--- config.mk ---
export PLATFORM = sky130hd
export DESIGN_NAME = procyon_mhq_flat
export DESIGN_NICKNAME = d
export VERILOG_FILES = /design/src/rtl/procyon_mhq_pkg.sv /design/src/rtl/procyon_mhq_if.sv /design/src/rtl/procyon_mhq_entry.sv /design/src/rtl/procyon_mhq.sv /design/src/flat_wrapper.sv
export SDC_FILE = /design/constraint.sdc
export NUM_CORES = 1
export LEC_CHECK = 0
export CELL_PAD_IN_SITES_DETAIL_PLACEMENT = 1
export CELL_PAD_IN_SITES_GLOBAL_PLACEMENT = 2
export CORE_MARGIN = 2
export CORE_UTILIZATION = 31
export DETAILED_ROUTE_END_ITERATION = 8
export PLACE_DENSITY = 0.89
export SKIP_CTS_REPAIR_TIMING = 1
export SLEW_MARGIN = 20
export SYNTH_ARGS = -nofsm -noshare
export SYNTH_HDL_FRONTEND = slang
export SYNTH_SLANG_ARGS = --single-unit
--- constraint.sdc ---
create_clock -name clk -period 17.8 [get_ports clk]
set_input_delay 2.67 -clock clk [delete_from_list [all_inputs] [get_ports clk]]
set_output_delay 2.67 -clock clk [all_outputs]
set_load 0.02 [all_outputs]
--- src/rtl/procyon_mhq_pkg.sv ---
// Shared types and sizing for the miss handling queue.
// Pulled in by the interface, the entry slice and the top.
package procyon_mhq_pkg;

  localparam int OPTN_ADDR_WIDTH       = 32;
  localparam int OPTN_DC_LINE_SIZE     = 32;
  localparam int OPTN_MHQ_DEPTH        = 4;
  localparam int OPTN_MHQ_IDX_WIDTH    = 2;
  localparam int MHQ_LINE_OFFSET_WIDTH = $clog2(OPTN_DC_LINE_SIZE);
  localparam int DC_LINE_WIDTH         = OPTN_DC_LINE_SIZE * 8;

  typedef logic [OPTN_ADDR_WIDTH-1:0]    addr_t;
  typedef logic [OPTN_MHQ_IDX_WIDTH-1:0] mhq_idx_t;
  typedef logic [DC_LINE_WIDTH-1:0]      line_data_t;

  typedef enum logic [1:0] {
    MHQ_STATE_INVALID = 2'b00,
    MHQ_STATE_PENDING = 2'b01,
    MHQ_STATE_ISSUED  = 2'b10
  } mhq_entry_state_t;

  function automatic addr_t line_align(input addr_t addr);
    return addr & ~addr_t'(OPTN_DC_LINE_SIZE - 1);
  endfunction

endpackage

--- src/rtl/procyon_mhq_if.sv ---
// Lookup, fill-request and fill-broadcast signals of the MHQ.
// The slave modport is the MHQ itself; master is the LQ/memory side.
interface procyon_mhq_if;
  import procyon_mhq_pkg::*;

  logic       i_lookup_en;
  addr_t      i_lookup_addr;
  mhq_idx_t   o_lookup_mhq_tag;
  logic       o_lookup_mhq_retry;
  logic       o_lookup_mhq_replay;
  logic       o_full;
  logic       o_fill_req_valid;
  addr_t      o_fill_req_addr;
  logic       i_fill_req_ready;
  logic       i_fill_resp_valid;
  line_data_t i_fill_resp_data;
  logic       o_fill_en;
  mhq_idx_t   o_fill_tag;
  addr_t      o_fill_addr;
  line_data_t o_fill_data;

  modport slave (
    input  i_lookup_en, i_lookup_addr, i_fill_req_ready, i_fill_resp_valid, i_fill_resp_data,
    output o_lookup_mhq_tag, o_lookup_mhq_retry, o_lookup_mhq_replay, o_full,
           o_fill_req_valid, o_fill_req_addr, o_fill_en, o_fill_tag, o_fill_addr, o_fill_data
  );

  modport master (
    output i_lookup_en, i_lookup_addr, i_fill_req_ready, i_fill_resp_valid, i_fill_resp_data,
    input  o_lookup_mhq_tag, o_lookup_mhq_retry, o_lookup_mhq_replay, o_full,
           o_fill_req_valid, o_fill_req_addr, o_fill_en, o_fill_tag, o_fill_addr, o_fill_data
  );
endinterface

--- src/rtl/procyon_mhq_entry.sv ---
// One MHQ slot: line address plus lifecycle state, with a line-match compare.
// States: INVALID free | PENDING allocated, not requested | ISSUED awaiting line
module procyon_mhq_entry
  import procyon_mhq_pkg::*;
(
  input  logic  clk,
  input  logic  rst,
  input  logic  alloc_en_i,
  input  addr_t alloc_addr_i,
  input  logic  issue_en_i,
  input  logic  fill_en_i,
  input  addr_t lookup_line_i,
  output logic  pending_o,
  output logic  issued_o,
  output logic  match_o,
  output addr_t addr_o
);

  mhq_entry_state_t state_q, state_d;
  addr_t            addr_q;

  always_ff @(posedge clk or posedge rst) begin
    if (rst) state_q <= MHQ_STATE_INVALID;
    else     state_q <= state_d;
  end

  always_ff @(posedge clk or posedge rst) begin
    if (rst)             addr_q <= '0;
    else if (alloc_en_i) addr_q <= alloc_addr_i;
  end

  always_comb begin
    state_d = state_q;
    case (state_q)
      MHQ_STATE_INVALID: if (alloc_en_i) state_d = MHQ_STATE_PENDING;
      MHQ_STATE_PENDING: if (issue_en_i) state_d = MHQ_STATE_ISSUED;
      MHQ_STATE_ISSUED:  if (fill_en_i)  state_d = MHQ_STATE_INVALID;
      default:                           state_d = MHQ_STATE_INVALID;
    endcase
  end

  always_comb begin
    pending_o = (state_q == MHQ_STATE_PENDING);
    issued_o  = (state_q == MHQ_STATE_ISSUED);
    match_o   = (state_q != MHQ_STATE_INVALID) && (addr_q == lookup_line_i);
    addr_o    = addr_q;
  end

endmodule

--- src/rtl/procyon_mhq.sv ---
// Miss handling queue: merges/allocates misses, issues fills in order, broadcasts returns.
// Build option PCYN_MHQ_MERGE_EN enables merging a lookup onto an in-flight line.
module procyon_mhq
  import procyon_mhq_pkg::*;
(
  input logic          clk,
  input logic          rst,
  procyon_mhq_if.slave mhq
);

  mhq_idx_t   head_q, head_d, tail_q, tail_d, issue_q, issue_d;
  logic       full_q, full_d;
  logic       fill_en_q;
  mhq_idx_t   fill_tag_q;
  addr_t      fill_addr_q;
  line_data_t fill_data_q;

  logic [OPTN_MHQ_DEPTH-1:0] pending_v, issued_v, match_v, alloc_v, issue_v, fill_v;
  addr_t                     entry_addr [OPTN_MHQ_DEPTH];

  addr_t lookup_line;
  logic  replay_hit, any_match, alloc, req_fire;

  assign lookup_line = line_align(mhq.i_lookup_addr);
  assign replay_hit  = fill_en_q && (lookup_line == fill_addr_q);
  assign any_match   = |match_v;
  assign alloc       = mhq.i_lookup_en && !replay_hit && !any_match && !full_q;
  assign req_fire    = pending_v[issue_q] && mhq.i_fill_req_ready;

  for (genvar g = 0; g < OPTN_MHQ_DEPTH; g++) begin : g_entry
    procyon_mhq_entry u_entry (
      .clk           (clk),
      .rst           (rst),
      .alloc_en_i    (alloc_v[g]),
      .alloc_addr_i  (lookup_line),
      .issue_en_i    (issue_v[g]),
      .fill_en_i     (fill_v[g]),
      .lookup_line_i (lookup_line),
      .pending_o     (pending_v[g]),
      .issued_o      (issued_v[g]),
      .match_o       (match_v[g]),
      .addr_o        (entry_addr[g])
    );
  end

  always_comb begin
    alloc_v          = '0;
    issue_v          = '0;
    fill_v           = '0;
    alloc_v[tail_q]  = alloc;
    issue_v[issue_q] = req_fire;
    fill_v[head_q]   = mhq.i_fill_resp_valid;
  end

`ifdef PCYN_MHQ_MERGE_EN
  mhq_idx_t match_idx;
  always_comb begin
    match_idx = '0;
    for (int i = 0; i < OPTN_MHQ_DEPTH; i++) begin
      if (match_v[i]) match_idx = mhq_idx_t'(i);
    end
  end
`endif

  // Replay beats merge beats allocate; a slot freed this cycle is not yet visible.
  always_comb begin
    mhq.o_lookup_mhq_tag    = head_q;
    mhq.o_lookup_mhq_retry  = 1'b0;
    mhq.o_lookup_mhq_replay = 1'b0;
    if (replay_hit) begin
      mhq.o_lookup_mhq_replay = 1'b1;
      mhq.o_lookup_mhq_tag    = fill_tag_q;
    end else if (any_match) begin
`ifdef PCYN_MHQ_MERGE_EN
      mhq.o_lookup_mhq_tag    = match_idx;
`else
      mhq.o_lookup_mhq_retry  = 1'b1;
`endif
    end else if (!full_q) begin
      mhq.o_lookup_mhq_tag    = tail_q;
    end else begin
      mhq.o_lookup_mhq_retry  = 1'b1;
    end
  end

  always_comb begin
    head_d  = head_q + mhq_idx_t'(mhq.i_fill_resp_valid);
    tail_d  = tail_q + mhq_idx_t'(alloc);
    issue_d = issue_q + mhq_idx_t'(req_fire);
    full_d  = full_q;
    if (mhq.i_fill_resp_valid)                                   full_d = 1'b0;
    else if (alloc && (mhq_idx_t'(tail_q + 1'b1) == head_q))     full_d = 1'b1;
  end

  always_ff @(posedge clk or posedge rst) begin
    if (rst) begin
      head_q  <= '0;
      tail_q  <= '0;
      issue_q <= '0;
      full_q  <= 1'b0;
    end else begin
      head_q  <= head_d;
      tail_q  <= tail_d;
      issue_q <= issue_d;
      full_q  <= full_d;
    end
  end

  always_ff @(posedge clk or posedge rst) begin
    if (rst) begin
      fill_en_q   <= 1'b0;
      fill_tag_q  <= '0;
      fill_addr_q <= '0;
      fill_data_q <= '0;
    end else begin
      fill_en_q <= mhq.i_fill_resp_valid;
      if (mhq.i_fill_resp_valid) begin
        fill_tag_q  <= head_q;
        fill_addr_q <= entry_addr[head_q];
        fill_data_q <= mhq.i_fill_resp_data;
      end
    end
  end

  assign mhq.o_full           = full_q;
  assign mhq.o_fill_req_valid = pending_v[issue_q];
  assign mhq.o_fill_req_addr  = entry_addr[issue_q];
  assign mhq.o_fill_en        = fill_en_q;
  assign mhq.o_fill_tag       = fill_tag_q;
  assign mhq.o_fill_addr      = fill_addr_q;
  assign mhq.o_fill_data      = fill_data_q;

  a_resp_needs_issued_head: assert property (
    @(posedge clk) disable iff (rst) mhq.i_fill_resp_valid |-> issued_v[head_q]
  ) else $error("fill response arrived while head entry is not issued");

endmodule

--- src/flat_wrapper.sv ---
// flat-port wrapper written by rule: the top's interface ports become plain ports
module procyon_mhq_flat import procyon_mhq_pkg::*;
  (clk, rst, mhq_i_lookup_en, mhq_i_lookup_addr, mhq_i_fill_req_ready, mhq_i_fill_resp_valid, mhq_i_fill_resp_data, mhq_o_lookup_mhq_tag, mhq_o_lookup_mhq_retry, mhq_o_lookup_mhq_replay, mhq_o_full, mhq_o_fill_req_valid, mhq_o_fill_req_addr, mhq_o_fill_en, mhq_o_fill_tag, mhq_o_fill_addr, mhq_o_fill_data);
  procyon_mhq_if mhq_i ();
  input logic clk;
  input logic rst;
  input wire logic [$bits(mhq_i.i_lookup_en)-1:0] mhq_i_lookup_en;
  input wire logic [$bits(mhq_i.i_lookup_addr)-1:0] mhq_i_lookup_addr;
  input wire logic [$bits(mhq_i.i_fill_req_ready)-1:0] mhq_i_fill_req_ready;
  input wire logic [$bits(mhq_i.i_fill_resp_valid)-1:0] mhq_i_fill_resp_valid;
  input wire logic [$bits(mhq_i.i_fill_resp_data)-1:0] mhq_i_fill_resp_data;
  output wire logic [$bits(mhq_i.o_lookup_mhq_tag)-1:0] mhq_o_lookup_mhq_tag;
  output wire logic [$bits(mhq_i.o_lookup_mhq_retry)-1:0] mhq_o_lookup_mhq_retry;
  output wire logic [$bits(mhq_i.o_lookup_mhq_replay)-1:0] mhq_o_lookup_mhq_replay;
  output wire logic [$bits(mhq_i.o_full)-1:0] mhq_o_full;
  output wire logic [$bits(mhq_i.o_fill_req_valid)-1:0] mhq_o_fill_req_valid;
  output wire logic [$bits(mhq_i.o_fill_req_addr)-1:0] mhq_o_fill_req_addr;
  output wire logic [$bits(mhq_i.o_fill_en)-1:0] mhq_o_fill_en;
  output wire logic [$bits(mhq_i.o_fill_tag)-1:0] mhq_o_fill_tag;
  output wire logic [$bits(mhq_i.o_fill_addr)-1:0] mhq_o_fill_addr;
  output wire logic [$bits(mhq_i.o_fill_data)-1:0] mhq_o_fill_data;
  assign mhq_i.i_lookup_en = mhq_i_lookup_en;
  assign mhq_i.i_lookup_addr = mhq_i_lookup_addr;
  assign mhq_i.i_fill_req_ready = mhq_i_fill_req_ready;
  assign mhq_i.i_fill_resp_valid = mhq_i_fill_resp_valid;
  assign mhq_i.i_fill_resp_data = mhq_i_fill_resp_data;
  assign mhq_o_lookup_mhq_tag = mhq_i.o_lookup_mhq_tag;
  assign mhq_o_lookup_mhq_retry = mhq_i.o_lookup_mhq_retry;
  assign mhq_o_lookup_mhq_replay = mhq_i.o_lookup_mhq_replay;
  assign mhq_o_full = mhq_i.o_full;
  assign mhq_o_fill_req_valid = mhq_i.o_fill_req_valid;
  assign mhq_o_fill_req_addr = mhq_i.o_fill_req_addr;
  assign mhq_o_fill_en = mhq_i.o_fill_en;
  assign mhq_o_fill_tag = mhq_i.o_fill_tag;
  assign mhq_o_fill_addr = mhq_i.o_fill_addr;
  assign mhq_o_fill_data = mhq_i.o_fill_data;
  procyon_mhq u_core (.clk(clk), .rst(rst), .mhq(mhq_i));
endmodule
==> impl_results.md <==
* Status: finished clean
* Largest fanout on the critical path at 11
* Largest net degree at the start of global routing at 100
* # DRC at 0
* Post-Route WL at around 66000 um
* Yosys warns at 0
* Delay-heaviest family, CP: buffers and inverters
* Die ar. at approximately 63000 um^2
* Cell Count, Final, Fillers Out at 2619
* Post-Syn Instances at 1208
* Root buf cell: clkbuf_16
* Yosys cell types at 45
* CTS max path bufs at 3
* Initial antenna violation count at 17
* Setup Skew at about 0.021 ns
* Final Setup Violations at 0
* CTS tree: built
* Placed instance area at around 25000 um^2
* DR pass1 iterations at 4
* Most common cell after layout, fill and taps aside: clkdlybuf4s50_1
* Min Tclk post-route at 8.765 ns
* Gate power share at 0.411
* P_leak at 11.15 nW
* Pint at about 2.7 mW
* Worst skew pair latency at 0.59 ns
* Avg Synthesized Cell Area at 15.61 um^2
* Final hold slack at 0.4803 ns
* Vias in the first global route at between 10000 and 15000
* Worst-path clk slew at ~0.060 ns
* Final instance area at 27010 um^2
* Max cap viols at 0
* Port bufs at about 600
* Sw power at 1.440 mW
* Maximum clock rate at 114.1 MHz
* RSZ-0062 raised after global routing: no
* Most used DFF post-synth: dfrtp_1
* Synth area leaders: dfrtp_1 54%, mux2_2 19%, mux4_2 6.5%, mux2_4 6.2%, xor2_1 4.6%
* Switching fraction of total power at 0.3490
* WS Path Type: primary input to output pin
* Routed vias at 12590
* Yosys top cell area share at 0.5428
* Post-DR wirelength/cell at around 25 um
* Hold Vio Cnt, Final at 0
* Critical Path AT at between 6 and 7 ns
* Met3 wire length at 5138 um
* Worst Setup End Kind: output pin
* HPWL Detailed at 48370 um
* Post-synth EDFFs at 0
* Initial DRC count at about 660
* Top Metal Used: met5
* Area Growth Syn to Fin at 43.23%
* TritonCTS Sinks at approximately 410
* Place WS at 9.082 ns
* WP buf/inv at 3
* WL met2 at ~34000 um
* Hold WC Path Type: register to register
* Synth Register Bits at between 400 and 500
* Placed insts at approximately 2500
* Sequential element share of the synthesized area at 0.5428
* Slowest stage delay, CP at 0.67 ns
* Critical path cell sequence: clkdlybuf4s50_1, xor2_1, nor4_1, nand4_1, nor4_1, nor3_2, buf_4, mux2i_1, a21oi_1, clkdlybuf4s50_1
* Maximum VDD drop at 0.00008206 V
* Tot GR Track Use at 0.2084
* Global-route wire length before repair at 96970 um
* Slew margin rel. at 0.3300
* Num CTS Buffers at 48
* Crit share post-route at 0.4924
* Overflow after GRT at 0
* Total core area at 60250 um^2
* Met1 WL at approximately 24000 um
* Via density at 4.808
* Setup_tns at 0 ns
* Clock power frac at 0.244
* ANT nets after route at 0
* Max-slew violation count at 0
* I/O pins at slightly above 600
* Initial core utilization at 0.3130
* PnR worst setup slack at between 9 and 10 ns
* DIE WIDTH at 250.6 um
* Seq pwr share at 0.346
* Pwr/cell area at 152.8 nW/um^2
* Fraction of registers with async set/reset at 1.000
* Nets at between 2000 and 2500
* CP Launch Type: primary input
* Level count of the clock H-tree at 2
* Die height at 250.6 um
* Layout cell share with drive strength beyond 1 at 0.2970
* Critical Path Slowest Stage Cell: clkdlybuf4s50_1
* # rows at 90
* Most frequent cells in the layout: 605 x clkdlybuf4s50_1, 407 x dfrtp_1, 314 x mux2_2, 100 x xor2_1, 78 x mux2_4
* Worst slew pin tran at 1.005 ns
* Yosys top cell by area: dfrtp_1
* Critical Path RT at around 15 ns
* Synthesized area at between 15000 and 20000 um^2
* Gpl congestion at 0.8342
==> stage by stage <==
step             util  power [mW]
2_1_floorplan       -       2.434
3_3_place_gp   0.4214       3.096
3_5_place_dp   0.4214       3.143
4_1_cts        0.4479       4.179
5_1_grt        0.4481       4.321
6_report       0.4483       4.127
==> flip-flops by register name, summed over array words and instances, names as in the netlist, 2 cells and up <==
register / count
u_core.mhq.o_fill_data: 256
u_core.g_entry.u_entry.addr_o: 108
u_core.mhq.o_fill_addr: 27
u_core.g_entry.u_entry.state_q: 8
u_core.head_q: 2
u_core.issue_q: 2
u_core.mhq.o_fill_tag: 2
u_core.tail_q: 2
==> routing by layer <==
layer / global-route usage / up-vias
li1: - / 5497
met1: 0.2286 / 6523
met2: 0.3609 / 404
met3: 0.07191 / 153
met4: 0.09957 / 14
met5: 0 / -
==> layout make-up <==
type                    count  area (um^2)
fillers                  5970        33240
flip-flops and latches    409        10240
multi-input cells         702         7953
repair buffers            619         6168
clock buffers              77         1453
well taps                 782        978.4
clock inverters            10        145.1
inverters                  11        48.80
diodes                      9        22.52
==> power groups by stage <==
| stage | clock, mW | sequential, mW | combinational (mW) |
|---|---|---|---|
| finish | 1.01 | 1.43 | 1.69 |
| global route | 1.07 | 1.46 | 1.79 |
| CTS | 1.04 | 1.42 | 1.72 |
| detailed placement | 0 | 1.44 | 1.71 |
| global placement | 0 | 1.41 | 1.68 |
| floorplan | 0 | 1.47 | 0.962 |
==> cells in the mapped netlist (all sizes together) (3+ instances only) <==
cell type,number
mux2,392
clkbuf,42
a21oi,5
and2,3
o21ai,5
nor4,26
nor3b,3
nand2,4
nand3,10
nor2,6
nor3,4
dfrtp,409
mux4,54
xnor2,40
nand4,15
xor2,100
inv,11
buf,53
ha,7
==> cells by family (layout without fill, tap and decap cells) <==
logic type	Yosys count	in the layout	synth area share
DFF	409	409	0.5428
AOI/OAI and AO/OA	22	22	0.008030
muxes	448	448	0.3152
xor gates and xnor gates	140	140	0.06503
buffers and inverters	106	717	0.03716
and+or+nand+nor	75	75	0.02688
adders and majority gates	7	7	0.004645
other	1	19	0.0001989
==> final timing paths <==
path | slack, ns | to | from | depth (start not counted)
worst max-delay path | 9.04 | mhq_o_lookup_mhq_tag[1] | mhq_i_lookup_addr[11] | 10
worst min-delay path | 0.48 | u_core.g_entry[2].u_entry.state_q[0] | u_core.g_entry[2].u_entry.state_q[1] | 1
worst max register to register | 14.56 | u_core.g_entry[1].u_entry.addr_o[28] | u_core.g_entry[1].u_entry.addr_o[17] | 8
worst min register to register | 0.48 | u_core.g_entry[2].u_entry.state_q[0] | u_core.g_entry[2].u_entry.state_q[1] | 1
max in group asynchronous | 12.29 | u_core.mhq.o_fill_data[196] | rst | 5
min in group asynchronous | 2.57 | u_core.mhq.o_fill_data[1] | rst | 2
No activity file was read; power rests on OpenSTA's default activity.
==> variant (same flow settings) <==
Make the reset (`rst`) synchronous in 4 clocked blocks.
--- a/src/rtl/procyon_mhq_entry.sv
+++ b/src/rtl/procyon_mhq_entry.sv
@@ -19,12 +19,12 @@
   mhq_entry_state_t state_q, state_d;
   addr_t            addr_q;
 
-  always_ff @(posedge clk or posedge rst) begin
+  always_ff @(posedge clk) begin
     if (rst) state_q <= MHQ_STATE_INVALID;
     else     state_q <= state_d;
   end
 
-  always_ff @(posedge clk or posedge rst) begin
+  always_ff @(posedge clk) begin
     if (rst)             addr_q <= '0;
     else if (alloc_en_i) addr_q <= alloc_addr_i;
   end
--- a/src/rtl/procyon_mhq.sv
+++ b/src/rtl/procyon_mhq.sv
@@ -92,7 +92,7 @@
     else if (alloc && (mhq_idx_t'(tail_q + 1'b1) == head_q))     full_d = 1'b1;
   end
 
-  always_ff @(posedge clk or posedge rst) begin
+  always_ff @(posedge clk) begin
     if (rst) begin
       head_q  <= '0;
       tail_q  <= '0;
@@ -106,7 +106,7 @@
     end
   end
 
-  always_ff @(posedge clk or posedge rst) begin
+  always_ff @(posedge clk) begin
     if (rst) begin
       fill_en_q   <= 1'b0;
       fill_tag_q  <= '0;
Formal check against the unedited RTL: not equivalent (Yosys sat finds a counterexample within 4 cycles, from zero or initial values and one cycle with rst high; the reset may be asserted at any time).
==> variant against the original RTL <==
Clock skew is 0.014 ns higher; wire length is 7.7% higher; final cell count is 15% higher; count of clock-buffer cells in the layout is 3 lower; setup slack worse by 0.18 ns; worst hold slack better by 0.0085 ns; cell area is 3.0% lower; global-route usage is 1.9 points higher; critical path depth is 1 lower; first-iteration DRC count is 13% higher; synthesized area is 4.0% lower; sequential cell count stayed put.
Power is not compared: it rests on default switching activity, and its combinational part moved more than twofold at a synthesized area within 25%.
==> variant: results (changes against the original RTL) <==
Result of the run - complete, no violations
Worst-case register-to-register setup slack - 14.42 ns (-0.14 ns)
Top cells by instance count after synthesis - sky130_fd_sc_hd__dfxtp_1 (409), sky130_fd_sc_hd__mux2i_1 (394), sky130_fd_sc_hd__nor2_1 (295), sky130_fd_sc_hd__nand2b_1 (134), sky130_fd_sc_hd__xnor2_1 (76)
Largest cells by area after synthesis - sky130_fd_sc_hd__dfxtp_1 (45%), sky130_fd_sc_hd__mux2i_1 (22%), sky130_fd_sc_hd__mux4_2 (6.7%), sky130_fd_sc_hd__nor2_1 (6.1%), sky130_fd_sc_hd__nand2b_1 (4.6%)
Number of global-route vias before repair - 15500 (+8.6%)
Number of cells on the worst hold path - 2 (+1)
Startpoint of the worst hold path - u_core.mhq.o_fill_data[237]
Fraction of the mapped netlist area in compound gates - 0.829% (+0.026 points)
First-pass GRT wire length - 102000 um (+5.2%)
Clock buffer count from CTS - 49 (+2.1%)
Share of synthesized flip-flops with an asynchronous set or reset - 0% (-100 points)
CP peak stage delay - 0.64 ns (-0.03 ns)
Number of distinct standard cells referenced by the synthesized netlist - 41 (-8.9%)
Total routed wire length on the met1 layer - 27200 um (+14%)
Amount of wire on met2 after detailed routing - 37000 um (+9.2%)
End of the worst register-to-register path - u_core.g_entry[1].u_entry.addr_o[28]
Data arrival time of the worst path - 6.27 ns (+0.18 ns)
Wire length on met3 - 4260 um (-17%)
Register-to-Register Path Depth - 7 (-1)
Maximum number of pins on one net before global-route repair - 287 (+190%)
Max FO, Critical Path - 8 (-3)
Number of antenna violations at the first check in global routing - 8 (-9)
Proportion of synthesized chip area in sequential cells - 45.2% (-9.1 points)
Total number of nets in the final design - 2514 (+20%)
Standard cell area after detailed placement - 24500 um2 (-3.7%)
Post-synthesis mux area share - 28.5% (-3.0 points)
Xor and xnor area share after synthesis - 6.86% (+0.35 points)
Storage element area - 8190 um2 (-20%)
CP startpoint - mhq_i_lookup_addr[30]
Number of DRC markers in iteration 0 - 741 (+13%)
Met2 Usage GRT - 40.7% (+4.6 points)
Most frequently used flop master after synthesis - sky130_fd_sc_hd__dfxtp_1
Fraction of the mapped netlist area in adder cells - 0.484% (+0.019 points)
Total iterations of the first detailed-routing run - 5 (+1)
GR Util met3 - 5.58% (-1.6 points)
Placer's final routability congestion estimate - 0.855 (+2.4%)
Worst-case headroom to the max-slew limit - 29.2% (-3.8 points)
Worst-case hold path end point - u_core.mhq.o_fill_data[237]
-- variant: changes by cell type in the layout (fill, tap and decap cells not counted), sizes merged, moves of 6 or more --
cell    before  now
mux2       392    0
xor2       100   62
xnor2       40   78
diode        9    2
nor2         6  295
nand2b       1  134
nor2b        0    6
dfrtp      409    0
dfxtp        0  409
nor4        26   20
mux2i        2  394
-- variant: metrics by stage --
stage               hold slack, ns  std cells  setup WS (ns)
global placement             0.456       2927           8.98
CTS                          0.487       3018           8.94
global route                 0.516       3021           8.70
floorplan                    0.423       1691          10.89
detailed placement           0.474       2927           8.97
finish                       0.489       3021           8.86
-- variant: power groups by stage --
stage	Combinational [mW]	Clock (mW)	Sequential [mW]
4_1_cts	0.474	1.09	1.02
3_5_place_dp	0.471	0	1.04
5_1_grt	0.497	1.13	1.02
3_3_place_gp	0.465	0	1.03
2_1_floorplan	0.217	0	1.06
6_report	0.470	1.06	1.02
-- variant: cell type report --
cell class | count | share of cell area (%)
Clock inverter | 17 | 0.845
Tap cell | 765 | 3.65
Multi-Input combinational cell | 1128 | 34.7
Inverter | 8 | 0.115
Clock buffer | 74 | 5.70
Sequential cell | 409 | 31.3
Timing Repair Buffer | 618 | 23.7
Antenna cell | 2 | 0.0191
-- variant: worst register-to-register path, stage by stage, from the launching register on --
cell and delay (ns):
sky130_fd_sc_hd__dfxtp_1 0.42, sky130_fd_sc_hd__xor2_1 0.17, sky130_fd_sc_hd__nor4_1 0.55, sky130_fd_sc_hd__nand4_1 0.76, sky130_fd_sc_hd__and2_4 0.48, sky130_fd_sc_hd__nand3_2 0.07
sky130_fd_sc_hd__buf_4 0.54, sky130_fd_sc_hd__mux2i_1 0.30
